===== src/rtl/dm_access_ctrl.sv =====
// dm_access_ctrl: data-memory access controller between the EX/MM stage and a ready/ack memory port.
module dm_access_ctrl #(
    parameter int TIMEOUT = 255
) (
    input  logic        clk,
    input  logic        rst,
    input  logic        req_valid,
    input  logic        dm_rw_ex_mm,
    input  logic [1:0]  dm_access_sz_ex_mm,
    input  logic [5:0]  opcode_ex_mm,
    input  logic [31:0] data_out_alu_ex_mm,
    input  logic [31:0] rd1_data_ex_mm,
    output logic        mem_req,
    output logic        mem_we,
    output logic [31:0] mem_addr,
    output logic [3:0]  mem_be,
    output logic [31:0] mem_wdata,
    input  logic [31:0] mem_rdata,
    input  logic        mem_ack,
    output logic        stall,
    output logic [31:0] rdata_out,
    output logic        rdata_valid,
    output logic        misalign_err,
    output logic        bus_err
);
    typedef enum logic [1:0] {IDLE, ACCESS, DONE} state_t;

    localparam logic [7:0] TO_LAST = 8'(TIMEOUT - 1);

    state_t      state, state_nx;
    logic [7:0]  cnt;
    logic [1:0]  sz_q, lane_q;
    logic        uns_q;
    logic        aligned, start, timeout;
    logic [3:0]  be_nx;
    logic [31:0] wdata_nx, shifted, ld_data;

    wire [1:0]  sz = dm_access_sz_ex_mm;
    wire [31:0] a  = data_out_alu_ex_mm;
    wire [31:0] d  = rd1_data_ex_mm;

    always_comb begin
        aligned  = sz == 2'b00 || (sz == 2'b01 && !a[0]) || (sz == 2'b10 && a[1:0] == 2'b00);
        start    = state == IDLE && req_valid && aligned;
        timeout  = cnt == TO_LAST;
        be_nx    = sz == 2'b00 ? 4'b0001 << a[1:0] : sz == 2'b01 ? 4'b0011 << {a[1], 1'b0} : 4'b1111;
        wdata_nx = sz == 2'b00 ? {4{d[7:0]}} : sz == 2'b01 ? {2{d[15:0]}} : d;
        // lane select: shift the addressed byte/half down to bit 0, then extend
        shifted  = mem_rdata >> {lane_q, 3'b000};
        ld_data  = sz_q == 2'b00 ? {{24{!uns_q & shifted[7]}}, shifted[7:0]} :
                   sz_q == 2'b01 ? {{16{!uns_q & shifted[15]}}, shifted[15:0]} : mem_rdata;
        mem_req  = state == ACCESS;
        stall    = start || state == ACCESS;
    end

    always_comb begin
        state_nx = state;
        case (state)
            IDLE:    state_nx = start ? ACCESS : IDLE;
            ACCESS:  state_nx = (mem_ack || timeout) ? DONE : ACCESS;
            default: state_nx = IDLE;
        endcase
    end

    always_ff @(posedge clk or posedge rst)
        if (rst) state <= IDLE;
        else     state <= state_nx;

    always_ff @(posedge clk or posedge rst) begin
        if (rst) begin
            cnt          <= '0;
            sz_q         <= '0;
            lane_q       <= '0;
            uns_q        <= 1'b0;
            mem_we       <= 1'b0;
            mem_addr     <= '0;
            mem_be       <= '0;
            mem_wdata    <= '0;
            rdata_out    <= '0;
            rdata_valid  <= 1'b0;
            misalign_err <= 1'b0;
            bus_err      <= 1'b0;
        end else begin
            misalign_err <= state == IDLE && req_valid && !aligned;
            rdata_valid  <= state == ACCESS && mem_ack && !mem_we;
            bus_err      <= state == ACCESS && !mem_ack && timeout;
            if (start) begin
                cnt       <= '0;
                sz_q      <= sz;
                lane_q    <= a[1:0];
                uns_q     <= opcode_ex_mm == 6'h24 || opcode_ex_mm == 6'h25;
                mem_we    <= dm_rw_ex_mm;
                mem_addr  <= {a[31:2], 2'b00};
                mem_be    <= be_nx;
                mem_wdata <= wdata_nx;
            end
            // an ack arriving on the last allowed cycle still completes the access
            if (state == ACCESS) begin
                if (mem_ack) begin
                    if (!mem_we) rdata_out <= ld_data;
                end else begin
                    cnt <= cnt + 8'd1;
                    if (timeout) rdata_out <= '0;
                end
            end
        end
    end
endmodule


===== config.mk =====
export PLATFORM = sky130hd
export DESIGN_NAME = dm_access_ctrl
export DESIGN_NICKNAME = d
export VERILOG_FILES = /design/src/rtl/dm_access_ctrl.sv
export SDC_FILE = /design/constraint.sdc
export NUM_CORES = 1
export LEC_CHECK = 0
export CORE_MARGIN = 2
export CORE_UTILIZATION = 44
export DETAILED_ROUTE_END_ITERATION = 12
export PLACE_DENSITY_LB_ADDON = 0.05
export REMOVE_ABC_BUFFERS = 1
export SLEW_MARGIN = 20
export SYNTH_ARGS = -nofsm -noshare
export SYNTH_HDL_FRONTEND = slang
export SYNTH_SLANG_ARGS = --single-unit
export TNS_END_PERCENT = 30

===== constraint.sdc =====
create_clock -name clk -period 4.95 [get_ports clk]
set_input_delay 0.99 -clock clk [delete_from_list [all_inputs] [get_ports clk]]
set_output_delay 0.99 -clock clk [all_outputs]
set_load 0.05 [all_outputs]

==> flow_summary_export.csv, run 1 <==
group,metric,value,unit
status,outcome,"finished, final reports clean",
final_layout,layout_common_cells,"210 x clkdlybuf4s50_1, 117 x dfrtp_1, 52 x mux2_2, 42 x nand2_1, 38 x o21ai_0",
setup_path,required,3.96,ns
power_and_ir_drop,p_total,0.005250,W
power_and_ir_drop,max-vdd-ir-drop,331.4,µV
routing,ant_nets,0,
power_and_ir_drop,leakage,3.510,nW
final_layout,layout_commonest_cell,"clkdlybuf4s50_1",
global_route,grt-ovfl-total,0,
placed_design,io_buffers,211,
yosys,synth_top_area_share,54.53,%
final_layout,stdcell_count,836,
setup_path,crit_path_max_incr_delay,0.62,ns
timing,hold_viol_final,0,
power_and_ir_drop,p_per_area,635.4,nW/µm²
yosys,ys_seq_area_share,54.53,%
yosys,yosys-top-cells-area,"dfrtp_1 55%, mux2_2 11%, mux2i_1 5.0%, a221o_1 4.7%, o21ai_0 3.5%",
yosys,ys_types,43,
routing,num_vias,4556,
floorplan,rows,40,
clock_network,cts_buffers,17,
clock_network,clockBufferDepth,2,
final_layout,fill_cells,905,
timing,layout_worst_path_cycle_share,71.91,%
yosys,avgSynthCellArea,11.35,µm²
final_layout,multi_input_area,2280,µm²
yosys,netlist_instances,473,
floorplan,die_x,114.5,µm
final_layout,fin_nets,787,
clock_network,cts_resized,0,
placed_design,place_congestion,0.7942,
timing,setup_viol,0,
floorplan,dieArea,13100,µm²
worst_hold_path,hp-class,"reg -> reg",
setup_path,crit_arrival,2.57,ns
routing,via_per_inst,5.450,
routing,wl_per_cell,17.72,µm
placed_design,dp_hpwl,10380,µm
setup_path,startpoint_type,"primary input",
routing,wl,14810,µm
yosys,syn-cell-area,5369,µm²
clock_network,cts_tree,"yes",
global_route,grt_pass1_vias,4651,
floorplan,die_h,114.5,µm
yosys,ys_seq_elements,117,
setup_path,worst-path-buf-inv,2,
setup_path,cp_max_fo,4,
clock_network,insertion_delay,0.40,ns
routing,remaining_drc_errors,0,
timing,rsz0062_at_grt,"false",
job,maxCapViolations,0,
final_layout,drive_gt1_share,13.64,%
floorplan,core_area,11960,µm²
clock_network,htree_levels,4,
clock_network,clk_pin_slew,0.05,ns
clock_network,hold_buffers,0,
global_route,grt_usage,23.51,%
floorplan,pin_count,215,
floorplan,start_util,44.88,%
timing,min_period,3.560,ns
timing,finalClockSkew,0.005774,ns
global_route,grt_pass1_wl,23750,µm
clock_network,cts_sinks,117,
yosys,synthArstFlopShare,100.0,%
yosys,yosysWarningCount,0,
global_route,antenna_found_initial,0,
yosys,synth_area_leader_cell,"dfrtp_1",
clock_network,cts_setup_buffers,0,
timing,slew_viol_final,0,
final_layout,seq_area,2928,µm²
timing,timing.slew.headroom,26.39,%
yosys,synth_ff_type,"dfrtp_1",
setup_path,worst-setup-path-type,"in -> out",
setup_path,cpMaxStageDelayCell,"nor3b_1",
routing,drtIter0Drc,353,
setup_path,crit_family,"simple AND/OR/NAND/NOR gates",
global_route,grt_max_degree,105,
final_layout,syn_to_final_growth,53.90,%
timing,worstMarginPinSlew,1.100,ns
routing,drt_pass1_iterations,5,
setup_path,path_cells,"clkdlybuf4s50_1, nor3b_1, nand3_4, o21ai_0, buf_12",
clock_network,cts_root_buf,"clkbuf_16",
placed_design,place_inst,804,
yosys,synth-edff-count,0,
final_layout,num_antenna_cells,0,
timing,fmax,0.2809,GHz
setup_path,crit_path_end_kind,"primary output",
## worst reg2reg max path, delay by kind of cell (launching register included)
family	cells	cell delay [ns]
compound gates	2	1.14
flops	1	0.91
mux	2	0.63
## Yosys cell counts, types with 3 or more instances
master    number
o21ai_0       38
a21oi_1       18
nand4_1        5
nor3b_1        3
a22oi_1        8
clkbuf_1      18
dfrtp_1      117
mux2i_1       27
nand2b_1       7
nand2_1       42
a221o_1       25
and2_1         3
nand3_1       14
buf_2         12
nor2_1        27
mux2_2        52
nor2b_1        9
inv_1          7
xnor2_1        4
o221ai_1       7
## flip-flops by register name, summed over array words and instances (netlist names)
register and count:
mem_wdata 32, rdata_out 32, mem_addr 30, cnt 8, mem_be 4, lane_q 2
state 2, sz_q 2, bus_err 1, mem_we 1, misalign_err 1, rdata_valid 1
uns_q 1
## cells by family after synthesis
family	synth area share, %
compound gates	14.31
xor+xnor	0.6525
fa+ha+maj	0.4660
buf+inv	3.356
flops	54.53
mux	15.94
other cells	0.06985
simple gates	10.67
## final timing paths
check	from	endpoint	slack, ns	cells after the start
max reg2reg	lane_q[1]$_DFFE_PP0P_	rdata_out[17]$_DFFE_PP0P_	2.20	4
max	req_valid	stall	1.39	5
min in group asynchronous	rst	mem_addr[19]$_DFFE_PP0P_	1.09	2
min reg2reg	mem_wdata[27]$_DFFE_PP0P_	mem_wdata[27]$_DFFE_PP0P_	0.48	2
max in group asynchronous	rst	rdata_out[22]$_DFFE_PP0P_	3.10	3
min	mem_wdata[27]$_DFFE_PP0P_	mem_wdata[27]$_DFFE_PP0P_	0.48	2
## per-layer routing
| metal | up-vias | GRT usage [%] | part of all wire (%) |
|---|---|---|---|
| met3 | 12 | 10.43 | 8.1 |
| met4 | 0 | 7.561 | 0.72 |
| met2 | 152 | 38.03 | 50 |
| li1 | 2132 | - | - |
| met1 | 2260 | 28.21 | 41 |
| met5 | - | 0 | 0 |
## through the flow
step / worst slack [ns] / util [%] / instance area [µm²] / hold slack [ns] / TNS [ns]
after floorplan: -0.8287 / - / 5223 / 0.4577 / -0.8287
after global placement: 1.473 / 63.44 / 7589 / 0.4611 / 0
after detailed placement: 1.363 / 63.44 / 7589 / 0.4745 / 0
after CTS: 1.377 / 69.04 / 8258 / 0.4832 / 0
after global routing: 1.259 / 69.08 / 8263 / 0.5102 / 0
final: 1.390 / 69.08 / 8263 / 0.4810 / 0
## power by group
group          leakage [nW]  internal [W]  switching, W
logic                  1.74      0.000877       0.00149
registers              1.44       0.00127      0.000225
clock network         0.326      0.000959      0.000423
## layout make-up
| type | count | share of cell area (%) |
|---|---|---|
| sequential | 117 | 35.43 |
| multi-input combinational | 315 | 27.59 |
| timing repair buffer | 217 | 26.23 |
| clock buffer | 24 | 6.072 |
| tap | 147 | 2.226 |
| clock inverter | 8 | 2.029 |
| inverter | 8 | 0.4240 |
No activity file was read; power rests on OpenSTA's default activity.
==> run 2: changes to the inputs <==
--- a/config.mk
+++ b/config.mk
@@ -6,7 +6,7 @@
 export NUM_CORES = 1
 export LEC_CHECK = 0
 export CORE_MARGIN = 2
-export CORE_UTILIZATION = 44
+export CORE_UTILIZATION = 39
 export DETAILED_ROUTE_END_ITERATION = 12
 export PLACE_DENSITY_LB_ADDON = 0.05
 export REMOVE_ABC_BUFFERS = 1
==> constraint.sdc (replaced) <==
create_clock -name clk -period 2.9 [get_ports clk]
set_input_delay 0.58 -clock clk [delete_from_list [all_inputs] [get_ports clk]]
set_output_delay 0.58 -clock clk [all_outputs]
set_load 0.05 [all_outputs]
==> flow_summary_export.csv, run 2 (same netlist as run 1, synthesis figures left out) <==
group,metric,value,unit
status,outcome,"finished, final reports clean",
final_layout,drive_gt1_share,15.00,%
routing,wl,14680,µm
power_and_ir_drop,p_per_area,1060,nW/µm²
setup_path,cpMaxStageDelayCell,"clkdlybuf4s50_1",
floorplan,start_util,40.22,%
final_layout,fin_util,62.95,%
setup_path,crit_path_max_incr_delay,0.53,ns
timing,rsz0062_at_grt,"false",
floorplan,die_h,121.3,µm
setup_path,startpoint,"dm_access_sz_ex_mm[1]",
timing,min_period,2.605,ns
global_route,grt_max_degree,105,
final_layout,layout_common_cells,"210 x clkdlybuf4s50_1, 117 x dfrtp_1, 52 x mux2_2, 42 x nand2_1, 38 x o21ai_0",
setup_path,path_cells,"clkdlybuf4s50_1, o21ai_0, nand3_4, o21ai_0, buf_12",
final_layout,num_antenna_cells,0,
floorplan,core_area,13350,µm²
setup_path,startpoint_type,"primary input",
clock_network,htree_levels,4,
final_layout,top_regs,"mem_wdata: 32 flops, rdata_out: 32 flops, mem_addr: 30 flops",
worst_hold_path,min-delay-start,"mem_wdata[31]$_DFFE_PP0P_",
clock_network,cts_sinks,117,
power_and_ir_drop,leakage,3.568,nW
worst_hold_path,hp-class,"reg -> reg",
timing,timing.slew.headroom,49.19,%
clock_network,hold_buffers,0,
timing,hold_viol_final,0,
global_route,grt-ovfl-total,0,
floorplan,dieArea,14720,µm²
final_layout,fin_nets,798,
floorplan,rows,42,
timing,worstMarginPinSlew,0.7613,ns
timing,layout_worst_path_cycle_share,89.82,%
placed_design,place_ws,0.2719,ns
global_route,grt_pass1_wl,23560,µm
clock_network,clockBufferDepth,2,
placed_design,place_congestion,0.7695,
setup_path,required,2.32,ns
routing,wl_per_cell,16.76,µm
timing,fmax,0.3839,GHz
routing,via_per_inst,5.156,
routing,ant_nets,0,
clock_network,insertion_delay,0.41,ns
timing,slew_viol_final,0,
setup_path,crit_family,"buffers and inverters",
floorplan,pin_count,215,
timing,finalClockSkew,0.007792,ns
clock_network,cts_setup_buffers,0,
clock_network,cts_resized,0,
setup_path,crit_path_frequent_cell,"o21ai_0",
placed_design,dp_hpwl,10180,µm
routing,num_vias,4517,
routing,remaining_drc_errors,0,
clock_network,cts_root_buf,"clkbuf_16",
global_route,grt_pass1_vias,4701,
placed_design,io_buffers,211,
routing,drt_pass1_iterations,4,
setup_path,crit_path_end_kind,"primary output",
final_layout,syn_to_final_growth,56.51,%
clock_network,clk_pin_slew,0.05,ns
setup_path,worst-setup-path-type,"in -> out",
setup_path,cp_max_fo,6,
floorplan,die_x,121.3,µm
clock_network,cts_tree,"yes",
timing,setup_viol,0,
timing,setup_ws,0.2953,ns
routing,drtIter0Drc,255,
setup_path,r2r_start,"lane_q[1]$_DFFE_PP0P_",
power_and_ir_drop,max-vdd-ir-drop,456.3,µV
setup_path,crit_arrival,2.02,ns
job,maxCapViolations,0,
global_route,grt_usage,20.52,%
setup_path,worst-path-buf-inv,2,
clock_network,cts_buffers,17,
global_route,antenna_found_initial,0,
final_layout,layout_commonest_cell,"clkdlybuf4s50_1",
run 2: cell type report:
type | count | area [µm²]
fillers | 1122 | 4945
flip-flops and latches | 117 | 2928
repair buffers | 228 | 2287
multi-input cells | 315 | 2280
clock buffers | 25 | 515.5
well taps | 176 | 220.2
clock inverters | 7 | 140.1
inverters | 8 | 32.53
run 2: path summary, 6_finish.rpt:
kind                                                  end  slack [ns]  cells past startpoint
worst max register to register   rdata_out[4]$_DFFE_PP0P_        0.61                      5
worst max-delay path                                stall        0.30                      5
worst min-delay path            mem_wdata[31]$_DFFE_PP0P_        0.48                      2
max in group asynchronous       rdata_out[19]$_DFFE_PP0P_        1.72                      3
worst min register to register  mem_wdata[31]$_DFFE_PP0P_        0.48                      2
min in group asynchronous        mem_addr[13]$_DFFE_PP0P_        0.56                      2
run 2: per-layer routing:
metal	vias up	global-route usage [%]	wire length, µm
met3	21	7.566	1213
met5	-	0	0
met1	2173	24.46	6082
li1	2155	-	-
met2	168	33.08	7124
met4	0	9.339	261
run 2: per-stage QoR:
stage | hold slack, ns | cells | power [W] | setup TNS, ns | area [µm²]
floorplan | 0.4577 | 440 | 0.005143 | -159.27 | 5223
global route | 0.5076 | 876 | 0.009309 | 0 | 8403
CTS | 0.4818 | 876 | 0.008997 | 0 | 8403
global placement | 0.4605 | 844 | 0.006607 | 0 | 7745
finish | 0.4752 | 876 | 0.008904 | 0 | 8403
detailed placement | 0.4696 | 844 | 0.006662 | 0 | 7747
run 2: report_power, final:
group | internal (W) | switching, W
logic | 0.00152 | 0.00258
clock network | 0.00157 | 0.000713
registers | 0.00217 | 0.000343
run 2: worst min-delay path, delay by kind of cell (launching register included):
family | cells | cell delay [ns]
compound gates | 1 | 0.06
flops | 1 | 0.34
simple gates | 1 | 0.04
==> run 3: changes to the inputs <==
--- a/config.mk
+++ b/config.mk
@@ -8,6 +8,7 @@
 export CORE_MARGIN = 2
 export CORE_UTILIZATION = 39
 export DETAILED_ROUTE_END_ITERATION = 12
+export GPL_ROUTABILITY_DRIVEN = 0
 export PLACE_DENSITY_LB_ADDON = 0.05
 export REMOVE_ABC_BUFFERS = 1
 export SLEW_MARGIN = 20
==> results of run 3 <==
Same layout as run 2: the final DEF is identical, and so are final timing and power.
